==> src/rtl/fetch_unit_pkg.sv <==
// Shared pipeline definitions for the instruction fetch stage: FSM encoding,
// reset/bubble constants and the IF/ID register payload.
package fetch_unit_pkg;

  localparam logic [31:0] PIPE_RESET_PC  = 32'h0000_0000;
  localparam logic [31:0] PIPE_NOP_INSTR = 32'h0000_0013;

  localparam logic [1:0] ST_FETCH = 2'd0;
  localparam logic [1:0] ST_HOLD  = 2'd1;
  localparam logic [1:0] ST_DRAIN = 2'd2;

  typedef struct packed {
    logic [31:0] pc;
    logic [31:0] pc4;
    logic [31:0] instr;
    logic        valid;
  } ifid_t;

  function automatic logic [31:0] word_align(input logic [31:0] addr);
    return {addr[31:2], 2'b00};
  endfunction

endpackage

==> src/rtl/fetch_unit_ifid_reg.sv <==
// IF/ID pipeline register: flush beats hold, hold beats load.
module ifid_reg
  import fetch_unit_pkg::*;
#(
  parameter logic [31:0] NOP_INSTR = PIPE_NOP_INSTR
) (
  input  logic        clk,
  input  logic        rst_n,
  input  logic        load,
  input  logic        flush,
  input  logic        hold,
  input  logic [31:0] pc,
  input  logic [31:0] instr,
  output logic [31:0] ifid_pc,
  output logic [31:0] ifid_pc4,
  output logic [31:0] ifid_instr,
  output logic        ifid_valid
);

  ifid_t q;

  // NOTE: state registers use non-blocking assignments so every flop samples pre-edge values.
  always_ff @(posedge clk or negedge rst_n) begin
    if (!rst_n) begin
      q <= '{pc: 32'd0, pc4: 32'd0, instr: NOP_INSTR, valid: 1'b0};
    end else if (flush) begin
      q <= '{pc: 32'd0, pc4: 32'd0, instr: NOP_INSTR, valid: 1'b0};
    end else if (!hold && load) begin
      q <= '{pc: pc, pc4: pc + 32'd4, instr: instr, valid: 1'b1};
    end
  end

  assign ifid_pc    = q.pc;
  assign ifid_pc4   = q.pc4;
  assign ifid_instr = q.instr;
  assign ifid_valid = q.valid;

endmodule

==> src/rtl/fetch_unit.sv <==
// Instruction fetch stage: PC, FETCH/HOLD/DRAIN sequencing against a
// busy-waiting instruction memory, redirect handling and IF/ID decode fields.
module fetch_unit
  import fetch_unit_pkg::*;
#(
  parameter logic [31:0] RESET_PC  = PIPE_RESET_PC,
  parameter logic [31:0] NOP_INSTR = PIPE_NOP_INSTR
) (
  input  logic        CLK,
  input  logic        RESET,
  output logic [31:0] IMEM_ADDRESS,
  output logic        IMEM_READ,
  input  logic [31:0] IMEM_READDATA,
  input  logic        IMEM_BUSYWAIT,
  input  logic        STALL,
  input  logic        BRANCH_TAKEN,
  input  logic [31:0] BRANCH_TARGET,
  output logic [31:0] IFID_PC,
  output logic [31:0] IFID_PC4,
  output logic [31:0] IFID_INSTRUCTION,
  output logic        IFID_VALID,
  output logic [7:0]  OPCODE,
  output logic [2:0]  FUNC3,
  output logic [6:0]  FUNC7,
  output logic        FETCH_BUSY
);

  logic [1:0]  state, state_nxt;
  logic [31:0] pc, pc_nxt;
  logic [31:0] drain_addr, drain_addr_nxt;
  logic [31:0] buf_pc, buf_pc_nxt;
  logic [31:0] buf_instr, buf_instr_nxt;

  logic        ifid_load, ifid_flush, ifid_hold;
  logic [31:0] ifid_src_pc, ifid_src_instr;

  // NOTE: every always_comb output gets a default first, so no path can infer a latch.
  always_comb begin
    state_nxt      = state;
    pc_nxt         = pc;
    drain_addr_nxt = drain_addr;
    buf_pc_nxt     = buf_pc;
    buf_instr_nxt  = buf_instr;
    ifid_load      = 1'b0;
    ifid_flush     = 1'b0;
    ifid_hold      = 1'b0;
    ifid_src_pc    = pc;
    ifid_src_instr = IMEM_READDATA;

    if (BRANCH_TAKEN) begin
      // Redirect wins over stall and over any word completing this cycle.
      pc_nxt        = word_align(BRANCH_TARGET);
      ifid_flush    = 1'b1;
      buf_pc_nxt    = 32'd0;
      buf_instr_nxt = NOP_INSTR;
      case (state)
        ST_FETCH: begin
          if (IMEM_BUSYWAIT) begin
            state_nxt      = ST_DRAIN;
            drain_addr_nxt = pc;
          end
        end
        ST_DRAIN: state_nxt = IMEM_BUSYWAIT ? ST_DRAIN : ST_FETCH;
        default:  state_nxt = ST_FETCH;
      endcase
    end else begin
      case (state)
        ST_FETCH: begin
          if (IMEM_BUSYWAIT) begin
            if (STALL) ifid_hold  = 1'b1;
            else       ifid_flush = 1'b1;
          end else if (STALL) begin
            ifid_hold     = 1'b1;
            buf_pc_nxt    = pc;
            buf_instr_nxt = IMEM_READDATA;
            pc_nxt        = pc + 32'd4;
            state_nxt     = ST_HOLD;
          end else begin
            ifid_load = 1'b1;
            pc_nxt    = pc + 32'd4;
          end
        end
        ST_HOLD: begin
          if (STALL) begin
            ifid_hold = 1'b1;
          end else begin
            ifid_load      = 1'b1;
            ifid_src_pc    = buf_pc;
            ifid_src_instr = buf_instr;
            state_nxt      = ST_FETCH;
          end
        end
        ST_DRAIN: begin
          // The stale word is simply dropped once memory lets go.
          ifid_hold = 1'b1;
          if (!IMEM_BUSYWAIT) state_nxt = ST_FETCH;
        end
        default: state_nxt = ST_FETCH;
      endcase
    end
  end

  always_ff @(posedge CLK or negedge RESET) begin
    if (!RESET) begin
      state      <= ST_FETCH;
      pc         <= word_align(RESET_PC);
      drain_addr <= 32'd0;
      buf_pc     <= 32'd0;
      buf_instr  <= NOP_INSTR;
    end else begin
      state      <= state_nxt;
      pc         <= pc_nxt;
      drain_addr <= drain_addr_nxt;
      buf_pc     <= buf_pc_nxt;
      buf_instr  <= buf_instr_nxt;
    end
  end

  ifid_reg #(
    .NOP_INSTR (NOP_INSTR)
  ) u_ifid (
    .clk        (CLK),
    .rst_n      (RESET),
    .load       (ifid_load),
    .flush      (ifid_flush),
    .hold       (ifid_hold),
    .pc         (ifid_src_pc),
    .instr      (ifid_src_instr),
    .ifid_pc    (IFID_PC),
    .ifid_pc4   (IFID_PC4),
    .ifid_instr (IFID_INSTRUCTION),
    .ifid_valid (IFID_VALID)
  );

  // Gating with reset drops the request the instant reset asserts.
  assign IMEM_READ    = RESET & (state != ST_HOLD);
  assign IMEM_ADDRESS = (state == ST_DRAIN) ? drain_addr : pc;
  assign FETCH_BUSY   = IMEM_READ & IMEM_BUSYWAIT;

  assign OPCODE = {1'b0, IFID_INSTRUCTION[6:0]};
  assign FUNC3  = IFID_INSTRUCTION[14:12];
  assign FUNC7  = IFID_INSTRUCTION[31:25];

endmodule
==> config.mk <==
export PLATFORM = sky130hd
export DESIGN_NAME = fetch_unit
export DESIGN_NICKNAME = d
export VERILOG_FILES = /design/src/rtl/fetch_unit_pkg.sv /design/src/rtl/fetch_unit_ifid_reg.sv /design/src/rtl/fetch_unit.sv
export SDC_FILE = /design/constraint.sdc
export NUM_CORES = 1
export LEC_CHECK = 0
export ABC_AREA = 1
export BUFFER_PORTS_ARGS = -buffer_cell sky130_fd_sc_hd__buf_4
export CORE_UTILIZATION = 32
export DETAILED_ROUTE_END_ITERATION = 8
export PLACE_DENSITY = 0.49
export SETUP_SLACK_MARGIN = 0.02
export SKIP_LAST_GASP = 1
export SLEW_MARGIN = 10
export SYNTH_ARGS = -nofsm -noshare
export SYNTH_HDL_FRONTEND = slang
export SYNTH_SLANG_ARGS = --single-unit
==> constraint.sdc <==
create_clock -name CLK -period 2 [get_ports CLK]
set_input_delay 0.1 -clock CLK [delete_from_list [all_inputs] [get_ports CLK]]
set_output_delay 0.1 -clock CLK [all_outputs]
set_load 0.02 [all_outputs]
Word level (Yosys, flattened, before mapping)

Cells that the tools add are included.
Widths: inputs -> output; s select.

Input port bits: 69
Output and inout bits: 149
Logic and storage cells: 68
Register bits: 227

$add $sub $neg: 2
Bitwise operators: 2
Multiplexer cells: 37
Equal/unequal tests: 9
Reductions and logical operators: 9

Operators by type and width:

| cell                  | number |
|---|---|
| $mux 32               | 16 |
| $mux 97               | 2 |
| $add 32x3->32 const B | 2 |
| $ne 3x3->1 const B    | 5 |
| $mux 2                | 7 |
| $mux 1                | 8 |
| $pmux 2 s3            | 1 |
| $reduce_and 5->1      | 1 |
| $ne 2x1->1 const B    | 2 |
| $pmux 1 s2            | 2 |
| $pmux 2 s2            | 1 |
| $reduce_bool 2->1     | 2 |
| $reduce_and 3->1      | 1 |
| $and 1x1->1           | 2 |
| $eq 2x1->1 const B    | 1 |
| $eq 2x2->1 const B    | 1 |
| $logic_not 2->1       | 1 |
| $reduce_and 2->1      | 1 |
| $reduce_or 2->1       | 1 |
| $logic_and 1x1->1     | 1 |
| $logic_not 1->1       | 1 |

Logic depth before layout (Yosys ltp)

Depth in word-level cells: 8
Depth in mapped cells: 15
Mapped depth without buffers: 14

By module

From an unflattened synthesis, not the netlist that was laid out.

Cell total of the unflattened synthesis: 1,602
Area, all modules: 12,077.8 um^2

By module, submodules not included:

| module     | seq. area each (um^2) | instances | cells each | area an instance (um^2) |
|---|---|---|---|---|
| fetch_unit | 3,156.8               | 1         | 1,122      | 7,698.6 |
| ifid_reg   | 2,381.0               | 1         | 480        | 4,379.2 |

Least setup slack after synthesis

No wires, ideal clock.

Path type: reg-to-reg
From: register state[1]
To: register u_ifid.q (netlist bit u_ifid.ifid_pc4[30])
Period minus slack after synthesis: 2,167 ps
Cell stages (with the launch flop): 14
Path buffers: 2
Setup slack: -167 ps
Required time: 1,875 ps
Library setup time: 125 ps
Arrival time: 2,042 ps
Cells stage by stage: dfrtp_1 > inv_2 > nand3_2 > buf_6 > buf_4 > o21ai_1 > ha_1 > nand2_1 > nor2_2 > nand3_2 > nor2_4 > nand3_1 > nand3_1 > nand3_1

Cells in the longest elaborated chain, start to end: 7
Elaborated cells between the ends (all ways): 18
Those cells by class: add/sub (1); eq/ne (2); mux (10); reduce/logical (5)

Ends and longest elaborated chain:

| item                                                  | line                      | text |
|---|---|---|
| from (decl)                                           | fetch_unit.sv:28          | `logic [1:0] state, state_nxt;` |
| from (signal assigned)                                | fetch_unit.sv:111         | `state <= state_nxt;` |
| branches (longest 7 deep; another with $add 32x3->32) | --                        |  |
| to (signal assigned)                                  | fetch_unit_ifid_reg.sv:25 | `q <= '{pc: 32'd0, pc4: 32'd0, instr: NOP_INSTR, valid: 1'b0};` |
| to (signal assigned)                                  | fetch_unit_ifid_reg.sv:27 | `q <= '{pc: 32'd0, pc4: 32'd0, instr: NOP_INSTR, valid: 1'b0};` |
| to (signal assigned)                                  | fetch_unit_ifid_reg.sv:29 | `q <= '{pc: pc, pc4: pc + 32'd4, instr: instr, valid: 1'b1};` |
| to (decl)                                             | fetch_unit_ifid_reg.sv:20 | `ifid_t q;` |

Several ways; the timed one is not identified. The select of a mux whose other input is x is not followed.
A chain may end at the register's enable or synchronous reset.

Worst setup path after layout

From: register state[0]
To: register u_ifid.q (netlist bit u_ifid.ifid_pc4[28])

The elaborated chain is that of the path after synthesis.

==> results.json <==
{
  "status": "complete, but fails checks",
  "violations": "DRC, setup timing",
  "wl_mm": 38.9,
  "cp_num_buf_inv": 4,
  "grt_pass1_vias": 10800,
  "placed_cells": 2236,
  "grt_pass1_wl_mm": 60.1,
  "synth_edf_count": 0,
  "ys_ff_latch": 221,
  "overflow": 0,
  "dieWidth_um": 193,
  "reg2reg_to": "u_ifid.ifid_pc4[28]",
  "start_util_pct": 32.7,
  "core_sq_mm": 0.0357,
  "timing.fmax_mhz": 490,
  "worst_pin_slew_ns": 0.548,
  "finalPower_uw": 18500,
  "die_h_um": 193,
  "critical_path.slowest_cell": "dfrtp_1",
  "port_buffers": 212,
  "clockBufferDepth": 3,
  "rows": 69,
  "startpoint": "state[0]",
  "yosysSeqAreaShare_pct": 47.4,
  "avgSynthCellArea_sq_um": 7.58,
  "hold_viol_final": 0,
  "slew_violations": 0,
  "clk_pin_slew_ns": 0.06,
  "vias": 11400,
  "cp_slowest_stage_delay_ns": 0.36,
  "path_delay_family": "simple AND/OR/NAND/NOR gates",
  "leakagePower_uw": 0.00804,
  "cp_max_fo": 8,
  "grtUsageTotal_pct": 20.4,
  "crit_path_start_kind": "flip-flop",
  "final_util_pct": 46.9,
  "worst-endpoint-arrival_ns": 2.46,
  "drc": 12,
  "drt_iter0_drc": 748,
  "reg2reg_from": "state[0]",
  "reg2regPathDepth": 14,
  "crit_chain": "buf_6 -> nand2_4 -> nor2_4 -> buf_6 -> nand2_2 -> nand2_4 -> buf_6 -> inv_4 -> nor2_4 -> nand3_4 -> nor2_4 -> nand3_2 -> nand3_2 -> nand3_1",
  "maxCapViolCount": 0,
  "h-tree-depth": 1,
  "rsz0062_at_grt": "true",
  "grt_max_degree": 68,
  "setup_ws_ns": -0.0413,
  "whs_ns": 0.0598,
  "cts_sinks": 221,
  "syn_area_sq_mm": 0.0117,
  "routedWlPerCell_um": 16.4,
  "fin_skew_ns": 0.0127,
  "rrSetupSlack_ns": -0.04,
  "worst-path-stages": 14,
  "cts_tree": "yes",
  "endpoint": "u_ifid.ifid_pc4[28]",
  "synth.distinct_cells": 46,
  "pre_cts_ws_ns": -0.0970,
  "antenna_found_initial": 0,
  "instances_no_fill": 2377,
  "yosysWarnings": 0,
  "slew_headroom_pct": 63.5,
  "gp_congestion": 0.901,
  "root_buffer": "clkbuf_16",
  "period_minus_slack_ns": 2.04,
  "io-pin-count": 218,
  "die_area_sq_mm": 0.0373,
  "postRouteAntennaNets": 0,
  "antenna_cells": 0,
  "first_pass_iters": 7,
  "crit_required_ns": 2.42,
  "clk_latency_ns": 0.54,
  "drive_gt1_share_pct": 28.4,
  "nets": 1971,
  "crit_path_end_kind": "flip-flop",
  "synth_cells": 1542,
  "p_per_area_mw_per_mm2": 1100,
  "syn_to_final_growth_pct": 43.4,
  "async_flop_share_pct": 100,
  "path_class": "reg2reg",
  "synth-main-ff-cell": "dfrtp_1",
  "finalSetupViolations": 12,
  "hp-class": "in2async",
  "fin_crit_sh_pct": 102,
  "routed_via_density": 4.79,
  "ir_drop_mv": 0.617,
  "numCtsBuffers": 27,
  "hpwl_mm": 26.6
}
-- layout make-up --
cell class	count	area [sq um]
repair buffers	437	3770
inverters	136	523
clock buffers	42	802
fillers	3584	19000
multi-input cells	1077	5520
clock inverters	3	15.0
well taps	461	577
flip-flops and latches	221	5540
-- flip-flops by register name (all words and copies together), names as in the netlist --
register           count
state                  2
u_ifid.ifid_instr     32
buf_instr             32
u_ifid.ifid_pc        32
u_ifid.ifid_valid      1
buf_pc                32
drain_addr            30
pc                    30
u_ifid.ifid_pc4       30
-- report_power, final --
group	internal [uW]	switching [uW]	leakage (uW)
Combinational	3240	4540	0.00471
Sequential	5400	691	0.00292
Clock	2710	1900	0.000404
-- worst min-delay path by stage --
stage                                      to  depth (start not counted)
final                              buf_pc[23]                          2
after CTS                          buf_pc[13]                          2
after global routing               buf_pc[23]                          2
after detailed placement  u_ifid.ifid_pc4[23]                          1
after floorplan                 buf_instr[10]                          0
after global placement    u_ifid.ifid_pc4[23]                          1
-- placed cells by master, fill, tap and decap left out, types with 11 or more instances in the layout --
cell type      instances
o22ai_1               30
buf_12                11
nor2_2                25
buf_4                339
nand4_1               13
dlygate4sd3_1         65
nand2_4               11
buf_6                 13
nand3_1               42
o21ai_1               43
nor2_1                49
inv_1                123
o221ai_1              11
a22o_1                17
o21ai_2               11
nand2_2               25
nand2_1              506
nor2_4                12
o21ai_0              174
clkbuf_16             31
nand3_2               12
xor2_1                21
o211ai_1              12
a21oi_1               12
dfrtp_1              213
-- layer usage --
| layer | track usage [%] | vias up | share of wire (%) | wire, um |
|---|---|---|---|---|
| met5 | 0 | - | 0 | 0 |
| met4 | 5.02 | 0 | 2.2 | 857 |
| met3 | 2.12 | 51 | 4.1 | 1610 |
| met2 | 30.6 | 269 | 44 | 16900 |
| met1 | 31.3 | 5365 | 50 | 19500 |
| li1 | - | 5709 | - | - |
-- worst register-to-register path: stages, from the launching register on --
cell and delay [ns]:
dfrtp_1 0.36, buf_6 0.13, nand2_4 0.06, nor2_4 0.17, buf_6 0.16, nand2_2 0.07, nand2_4 0.11, buf_6 0.11
inv_4 0.03, nor2_4 0.15, nand3_4 0.14, nor2_4 0.22, nand3_2 0.10, nand3_2 0.06, nand3_1 0.06
-- cells in the mapped netlist, types with 6 or more instances --
cell type,n,area [sq um]
o211ai_1,12,90.1
o221ai_1,11,96.3
nand2_1,533,2000
clkbuf_1,52,195
o21ai_1,22,110
buf_2,25,125
nand4_1,13,81.3
inv_1,128,480
nor2_2,10,62.6
o21ai_0,209,1050
nor3_1,14,70.1
buf_4,27,203
nand2_2,9,56.3
nand3_1,54,270
xor2_1,21,184
o22ai_1,30,188
inv_2,6,22.5
dfrtp_1,215,5380
nor2_1,71,267
dfstp_2,6,158
a22o_1,17,149
a21oi_1,13,65.1
-- through the flow --
| step | TNS, ns | instance area [sq um] |
|---|---|---|
| 2_1_floorplan | -0.144 | 11700 |
| 3_3_place_gp | -0.351 | 14400 |
| 3_5_place_dp | -0.737 | 14400 |
| 4_1_cts | -0.719 | 16100 |
| 5_1_grt | -4.37 | 16700 |
| 6_report | -0.287 | 16700 |
-- timing repair --
action	in CTS	in global routing
hold endpoints to repair	310	0
gates cloned	4	4
gates resized for setup	63	110
setup buffers	9	14
hold buffers	65	0
pin swaps	9	25
endpoints found under the setup margin	52	71
-- cells by family (layout without fill, tap and decap cells) --
logic type	Yosys count	after routing	share of synthesized area (%)
and+or+nand+nor	717	718	25.0
AOI/OAI and AO/OA	329	329	16.1
buffers and inverters	247	618	9.26
DFF	221	221	47.4
xor gates and xnor gates	22	22	1.65
muxes	3	3	0.268
adders and majority gates	2	2	0.214
other	1	3	0.0321
Power figures use the tool's default switching activity.
